## config.mk

```make
export PLATFORM = sky130hd
export DESIGN_NAME = bus_arbiter_rr
export DESIGN_NICKNAME = d
export VERILOG_FILES = /design/src/rtl/bus_arbiter_rr.sv
export SDC_FILE = /design/constraint.sdc
export NUM_CORES = 1
export LEC_CHECK = 0
export CAP_MARGIN = 0
export CORE_ASPECT_RATIO = 1.2
export CORE_MARGIN = 1.5
export CORE_UTILIZATION = 35
export DETAILED_ROUTE_END_ITERATION = 6
export DONT_BUFFER_PORTS = 1
export GPL_TIMING_DRIVEN = 0
export PLACE_DENSITY = 0.5
export SLEW_MARGIN = 20
export SYNTH_ARGS = -nofsm -noshare
export SYNTH_HDL_FRONTEND = slang
export SYNTH_SLANG_ARGS = --single-unit
```

## constraint.sdc

```tcl
create_clock -name CLK -period 2 [get_ports CLK]
set_clock_uncertainty 0.15 [all_clocks]
set_input_delay 0.4 -clock CLK [delete_from_list [all_inputs] [get_ports CLK]]
set_output_delay 0.4 -clock CLK [all_outputs]
set_load 0.1 [all_outputs]
```

## src/rtl/bus_arbiter_rr.sv

```systemverilog
// -----------------------------------------------------------------------------
// bus_arbiter_rr
//   Round-robin arbiter feeding the tristate enables of a shared data bus.
//   At most one grant bit is ever high. Every new grant is preceded by a
//   break-before-make dead time in which no driver is enabled. An owner keeps
//   the bus while it requests, and optionally only up to MAX_HOLD cycles.
//
// Ports
//   CLK           in   system clock, rising edge
//   rst_n         in   asynchronous active-low reset
//   req           in   level request per requester
//   grant         out  registered one-hot-or-zero tristate enables
//   owner         out  index of current (or last) owner
//   bus_busy      out  high while any grant bit is high
//   timeout_pulse out  one-cycle pulse when the hold limit forces a release
// -----------------------------------------------------------------------------
module bus_arbiter_rr #(
   parameter int N_REQ    = 2,
   parameter int DEAD_CYC = 1,
   parameter int MAX_HOLD = 16,
   localparam int OW = (N_REQ > 1) ? $clog2(N_REQ) : 1
) (
   input  logic             CLK,
   input  logic             rst_n,
   input  logic [N_REQ-1:0] req,
   output logic [N_REQ-1:0] grant,
   output logic [OW-1:0]    owner,
   output logic             bus_busy,
   output logic             timeout_pulse
);
   localparam int DW = $clog2(DEAD_CYC + 1);
   // MAX_HOLD=0 still needs a 1-bit counter; it simply saturates.
   localparam int HW = (MAX_HOLD > 0) ? $clog2(MAX_HOLD + 1) : 1;

   localparam logic [1:0] S_IDLE = 2'd0;
   localparam logic [1:0] S_DEAD = 2'd1;
   localparam logic [1:0] S_OWN  = 2'd2;

   logic [1:0]         state_q, state_d;
   logic [OW-1:0]      w_q, w_d, ptr_q, ptr_d, owner_q, owner_d;
   logic [OW-1:0]      win, ptr_nxt;
   logic [DW-1:0]      dcnt_q, dcnt_d;
   logic [HW-1:0]      hcnt_q, hcnt_d;
   logic [N_REQ-1:0]   grant_q, grant_d, rot, w_oh;
   logic [2*N_REQ-1:0] req2;
   logic               busy_q, busy_d, tpulse_q, tpulse_d, req_w;

   // Rotate requests so bit 0 is the rr pointer position; the lowest set bit
   // of the rotated vector is the next winner.
   assign req2 = {req, req} >> ptr_q;
   assign rot  = req2[N_REQ-1:0];

   always_comb begin
      win = ptr_q;
      // Descending scan: the last assignment is the lowest set rotated bit.
      for (int i = N_REQ - 1; i >= 0; i--) begin
         if (rot[i]) begin
            if (int'(ptr_q) + i >= N_REQ) win = OW'(int'(ptr_q) + i - N_REQ);
            else                          win = OW'(int'(ptr_q) + i);
         end
      end
   end

   assign w_oh    = {{(N_REQ-1){1'b0}}, 1'b1} << w_q;
   assign req_w   = |(req & w_oh);
   assign ptr_nxt = (w_q == OW'(N_REQ - 1)) ? '0 : w_q + 1'b1;

   always_comb begin
      state_d  = state_q;
      w_d      = w_q;
      ptr_d    = ptr_q;
      dcnt_d   = dcnt_q;
      hcnt_d   = hcnt_q;
      grant_d  = grant_q;
      owner_d  = owner_q;
      busy_d   = busy_q;
      tpulse_d = 1'b0;
      case (state_q)
         S_IDLE: begin
            if (|req) begin
               w_d     = win;
               dcnt_d  = DW'(DEAD_CYC - 1);
               state_d = S_DEAD;
            end
         end
         S_DEAD: begin
            if (dcnt_q != '0) begin
               dcnt_d = dcnt_q - 1'b1;
            end else if (req_w) begin
               state_d = S_OWN;
               grant_d = w_oh;
               owner_d = w_q;
               busy_d  = 1'b1;
               ptr_d   = ptr_nxt;
               hcnt_d  = HW'(1);
            end else begin
               // Candidate gave up during dead time: no grant, pointer kept.
               state_d = S_IDLE;
            end
         end
         S_OWN: begin
            if (!req_w || (MAX_HOLD > 0 && hcnt_q == HW'(MAX_HOLD))) begin
               state_d  = S_IDLE;
               grant_d  = '0;
               busy_d   = 1'b0;
               hcnt_d   = '0;
               tpulse_d = req_w;
            end else if (hcnt_q != '1) begin
               hcnt_d = hcnt_q + 1'b1;
            end
         end
         default: begin
            state_d = S_IDLE;
            grant_d = '0;
            busy_d  = 1'b0;
         end
      endcase
   end

   always_ff @(posedge CLK or negedge rst_n) begin
      if (!rst_n) begin
         state_q  <= S_IDLE;
         w_q      <= '0;
         ptr_q    <= '0;
         dcnt_q   <= '0;
         hcnt_q   <= '0;
         grant_q  <= '0;
         owner_q  <= '0;
         busy_q   <= 1'b0;
         tpulse_q <= 1'b0;
      end else begin
         state_q  <= state_d;
         w_q      <= w_d;
         ptr_q    <= ptr_d;
         dcnt_q   <= dcnt_d;
         hcnt_q   <= hcnt_d;
         grant_q  <= grant_d;
         owner_q  <= owner_d;
         busy_q   <= busy_d;
         tpulse_q <= tpulse_d;
      end
   end

   assign grant         = grant_q;
   assign owner         = owner_q;
   assign bus_busy      = busy_q;
   assign timeout_pulse = tpulse_q;

endmodule

```

# After elaboration in Yosys (flattened, before gate mapping)

Cells that the tools add are included.

Add/sub/neg operators: 6
Magnitude comparators: 2
Equality and inequality tests: 9
Shift operators: 2
Muxes and demuxes: 27
Bitwise gates (word level): 3
Reduce and logical (&&, ||, !) cells: 13

Operator list:

| operator                                                                            | count |
|---|---|
| 5-bit two-way mux                                                                   | 4 |
| 1-bit two-way mux                                                                   | 12 |
| 2-bit two-way mux                                                                   | 6 |
| 2-bit one-hot mux with 3 select lines                                               | 2 |
| 5-bit one-hot mux with 2 select lines                                               | 1 |
| 2-bit inequality test, second input constant                                        | 4 |
| 4-bit AND reduction                                                                 | 2 |
| 3-bit AND reduction                                                                 | 2 |
| 5-bit by 1-bit adder with 5-bit output, second input constant                       | 1 |
| 5-bit equality test, second input constant                                          | 1 |
| 5-bit inequality test, second input constant                                        | 1 |
| 2-bit AND reduction                                                                 | 2 |
| 2-bit nonzero test                                                                  | 2 |
| 2-bit OR reduction                                                                  | 2 |
| 4-bit by 1-bit right shift with 2-bit output                                        | 1 |
| 3-bit inequality test, second input constant                                        | 1 |
| 1-bit one-hot mux with 3 select lines                                               | 1 |
| 1-bit subtractor, second input constant                                             | 3 |
| 1-bit by 1-bit adder with 2-bit output, second input constant                       | 1 |
| 2-bit AND                                                                           | 1 |
| 2-bit by 1-bit equality test with 1-bit output, second input constant               | 1 |
| 2-bit equality test, second input constant                                          | 1 |
| 1-bit by 2-bit greater-or-equal comparator with 1-bit output, second input constant | 1 |
| 2-bit greater-or-equal comparator, second input constant                            | 1 |
| other kinds (7)                                                                     | 8 |

Register bits after elaboration: 15
Input bits: 4
Output and inout port bits: 5
Logic and storage cells: 71

# Logic depth before layout (Yosys ltp)

Word-level depth: 7
Gate-level depth with buffers: 6
Depth with buffers taken out: 6

# Least setup slack after synthesis

OpenSTA, ideal clock, no wires.

Path type: flip-flop to flip-flop
From: register hcnt_q[0]
To: register hcnt_q[0]
Library setup time: 0.133 ns
Data arrival time: 1.474 ns
Required time: 1.717 ns
Setup slack: 0.244 ns
Stages on the path, launching flop included: 7
Path buffers: 0
Period minus slack after synthesis: 1.756 ns
Cells stage by stage: dfrtp_1 -> ha_1 -> and3_1 -> ha_1 -> and2_1 -> a32oi_1 -> nand4b_1

Longest elaborated chain between the ends: 4
Elaborated cells on any way between the ends: 9
Those cells by class: add/sub: 1; eq/ne: 3; mux: 3; reduce/logical: 2

RTL lines:

| element                                                                       | RTL line | source |
|---|---|---|
| from (decl)                                                                   | 43       | `logic [HW-1:0] hcnt_q, hcnt_d;` |
| from (signal assigned)                                                        | 136      | `hcnt_q <= hcnt_d;` |
| 5-bit by 1-bit adder with 5-bit output or 5-bit equality test (tied branches) | 109, 102 |  |
| 5-bit two-way mux or 1-bit logical OR (tied branches)                         | 108, 102 |  |
| 5-bit two-way mux or 3-bit inequality test (tied branches)                    | n/a      |  |
| 5-bit one-hot mux with 2 select lines or 4-bit AND reduction (tied branches)  | n/a      |  |

Parallel ways exist; a longest one is shown, timed or not. The select of a mux whose other input is x is not followed.
A chain may end at the register's enable or synchronous reset.

# Worst setup path in the final report

Ends and elaborated chain as after synthesis.

==> results.txt <==
The tightest min-delay check is of the in -> reg type. Of the post-synthesis cell area, the dominant cell type holds 44.2%. The area overhead of the layout relative to synthesis is 11.0%.

The endpoint identified for the worst register-to-register timing path is hcnt_q[0]$_DFFE_PN0P_. For the number of global-route vias before repair, the log shows 595. The run gives 0.540 GHz as the maximum clock rate. The number of instances on the worst hold path is 1. The post-layout minimum cycle time is 1.85 ns. During I/O placement, the number of pins put on the boundary was 9. In this run switching power makes up 51.8% of total power. Clock latency on the worst-skew pair, taken at its later pin, is 0.29 ns. Summed over all nets, the switching power comes to 0.760 mW. The tools report the capturing element type of the critical path as a flip-flop. Global routing consumed, over all layers together, 15.9% of the routing resources. The count of endpoints failing setup in the final report was 0. The total area inside the core boundary comes to 0.00209 mm2. In this run the tool buffered the top-level ports with 0 buffer cells. The area used by sequential logic in the layout came out at 352 um2. For the number of max-cap violations, the log shows 0.

Most utilized layer in the global route result: met2. The share of the cycle needed by the critical path after routing was 92.6%; the cell area after synthesis was 793 um2. The die is 46.5 um wide. The hold violation count in the final report is 0, and the number of enable flip-flop cells after synthesis is 0. No sink is reached through more buffers than the 2 on the longest clock path. Global routing finished with a remaining overflow of 0. The number of pins with negative max-slew slack in the final report was 0; the flip-flop and latch count after synthesis was 14. Once detailed placement completed, the half-perimeter wirelength came to 1190 um. The tree is rooted in a clkbuf_4.

IR analysis of the VDD net gives a maximum drop of 0.981 mV. The tools report the end point of the most critical hold path as w_q$_DFFE_PN0P_. The number of fill cells in the layout is 210, and the internal reg-to-reg setup slack is 0.15 ns. The clock drives 14 sinks. The area enclosed by the die boundary came out at 0.00256 mm2. The maximum number of pins on one net before global-route repair was 15; the maximum fanout along the worst path was 7. The synthesized area divided by synthesized cell count came out at 10.2 um2. Sorting the synthesized cells by area gives the leading types as dfrtp_1, ha_1, nand2b_1. After clock tree synthesis, the clock-pin slew on the worst setup and hold paths is 0.08 ns.

The depth of the CTS H-tree is 1. The tools report the critical register-to-register path startpoint as hcnt_q[0]$_DFFE_PN0P_. In the global route stage, met2 resource usage came out at 27.1%. The logs give 414 um2 for the combined area of the multi-input logic cells and 78 for the cell count after synthesis.

Commonest non-fill, non-tap cell in the layout: dfrtp_1. The number of nets in the final layout is 91, and the total via count in the routed design is 603. Yosys printed 0 warnings. The analysis attributes to cell leakage a power of 0.367 nW. The largest total area in the synthesized netlist belongs to dfrtp_1.

Kind of critical path: reg -> reg. The global-route wire length before repair is 2760 um. Counting flops with an async set or reset pin after synthesis yields a share of 100%. The initial core utilization came out at 37.9%.

In the layout the commonest cells are dfrtp_1, o21ai_0, inv_1, nand2b_1. The logs give 1.86 ns for the data arrival time of the worst path and 2.01 ns for the endpoint required time on the critical path. For the sequential cell area fraction in the yosys report, the log shows 44.2%. The flow ran to the end, and the final reports show no timing, DRC or antenna violations. The number of cells on the worst reg-to-reg path is 6. Global routing used 18.5% of the available met1 tracks. The die height works out to 55.2 um.

The run gives 85 as the number of nets produced by synthesis. The logs give 3 for the number of buffers inserted during clock tree synthesis and 2.27% for the global routing usage on met3. TritonCTS built the clock tree.

Setup repair after global routing left no endpoint under its margin. In this run the power density over the cells is 1670 mW/mm2. The first routing iteration left 4 violations. Of the cells placed in the final design, the portion with a size suffix greater than 1 is 15.7%.

For the total detailed-routing wirelength, the log shows 1710 um. For the final design area excluding fillers, the log shows 881 um2. Setup total negative slack on the finished layout was measured at 0 ns.

The congestion estimate from routability-driven global placement came to 0.811. The worst setup path is launched from a flip-flop. The most common flop cell mapped by yosys was dfrtp_1. The startpoint of the most critical hold path was req[0]. For this run, design rule violations remaining after detail routing come to 0. 0 antenna diodes ended up in the layout.

The run gives 831 um2 as the placed instance area. After detailed routing, the average wire length per cell comes to 15.2 um. Vias per cell: 5.34. The internal portion of the total power is 0.709 mW. The initialized floorplan defines 18 standard-cell rows. In this run, the combinational gates consume 32.0% of the power.

The worst pin sits at a relative slew slack of 38.5%. The count of antenna-violating nets left after detailed routing was 0; the slew at the pin closest to its max-slew limit was 0.922 ns. The pre-antenna-repair detailed-routing pass consisted of 3 iterations. The run gives 30 as the count of distinct cell types in the synthesized netlist. The final-layout worst hold slack was 0.0623 ns. The run gives 14.0% as the clock share of power. For the relative contribution of sequential cells to total power, the log shows 53.9%. The tools report the initial antenna violation count as 0.
[synth_stat cells (2+ instances only)]
master / count
nor2_1: 3
o22ai_1: 2
inv_1: 6
o32ai_1: 2
mux2_4: 2
nand4b_1: 2
o21ai_0: 7
ha_1: 3
nand2b_1: 6
dfrtp_1: 14
nand2_1: 3
a31oi_1: 5
a21oi_1: 5
nand3_1: 2
[worst max-delay path, cell delays in order (launching register included)]
cell,delay (ns)
dfrtp_2,0.46
ha_1,0.25
and3_1,0.19
ha_2,0.21
and2_1,0.17
a32oi_1,0.20
nand4b_1,0.11
[layout make-up]
type / instances / area share (%)
Buffer: 2 / 0.994
Inverter: 6 / 2.56
Tap cell: 30 / 4.26
Sequential cell: 14 / 39.9
Clock buffer: 4 / 4.12
Multi-Input combinational cell: 56 / 47.0
Timing Repair Buffer: 1 / 1.14
[kinds of logic after synthesis]
group / Yosys count / synth area share [%]
muxes: 4 / 6.78
and+or+nand+nor: 26 / 23.0
AOI/OAI and AO/OA: 23 / 17.3
DFF: 14 / 44.2
adders and majority gates: 3 / 4.73
buffers and inverters: 8 / 3.94
[layer usage]
layer,wire length [um],part of all wire [%],vias to the layer above
met5,0,0,-
met1,793,46,291
met2,832,49,7
met3,37,2.2,4
li1,-,-,301
met4,48,2.8,0
[repair_timing]
action | in CTS | in global routing
buffers inserted | 0 | 0
hold buffers | 1 | 0
resized for setup | 0 | 2
setup endpoints to repair | 0 | 1
endpoints found under the hold margin | 14 | 0
[how the worst max path moves through the flow]
stage / start / to / slack [ns] / cells after the start
after floorplan: hcnt_q[0]$_DFFE_PN0P_ / hcnt_q[0]$_DFFE_PN0P_ / 0.24 / 6
final: hcnt_q[0]$_DFFE_PN0P_ / hcnt_q[0]$_DFFE_PN0P_ / 0.15 / 6
after global placement: hcnt_q[0]$_DFFE_PN0P_ / hcnt_q[0]$_DFFE_PN0P_ / 0.1 / 6
after global routing: hcnt_q[0]$_DFFE_PN0P_ / hcnt_q[0]$_DFFE_PN0P_ / 0.06 / 6
after CTS: hcnt_q[0]$_DFFE_PN0P_ / hcnt_q[0]$_DFFE_PN0P_ / 0.05 / 6
after detailed placement: hcnt_q[0]$_DFFE_PN0P_ / hcnt_q[0]$_DFFE_PN0P_ / 0.06 / 6
[power groups by stage]
stage	logic, mW	clock network [mW]	registers (mW)
after detailed placement	0.467	0	0.798
after floorplan	0.381	0	0.763
after global routing	0.530	0.221	0.809
final	0.471	0.206	0.792
after global placement	0.460	0	0.794
after CTS	0.477	0.216	0.791
[registers in the layout, summed over array words and instances (netlist names)]
register,count
hcnt_q,5
grant,2
state_q,2
bus_busy,1
owner,1
ptr_q,1
timeout_pulse,1
w_q,1
[per-stage QoR]
step           cells  power, mW  setup WS [ns]  utilization [%]
2_1_floorplan     78       1.14          0.244                -
3_3_place_gp     108       1.25         0.0963             39.7
3_5_place_dp     108       1.26         0.0613             39.7
4_1_cts          113       1.48         0.0450             41.9
5_1_grt          113       1.56         0.0597             42.1
6_report         113       1.47          0.148             42.1
No activity file was read; power rests on OpenSTA's default activity.
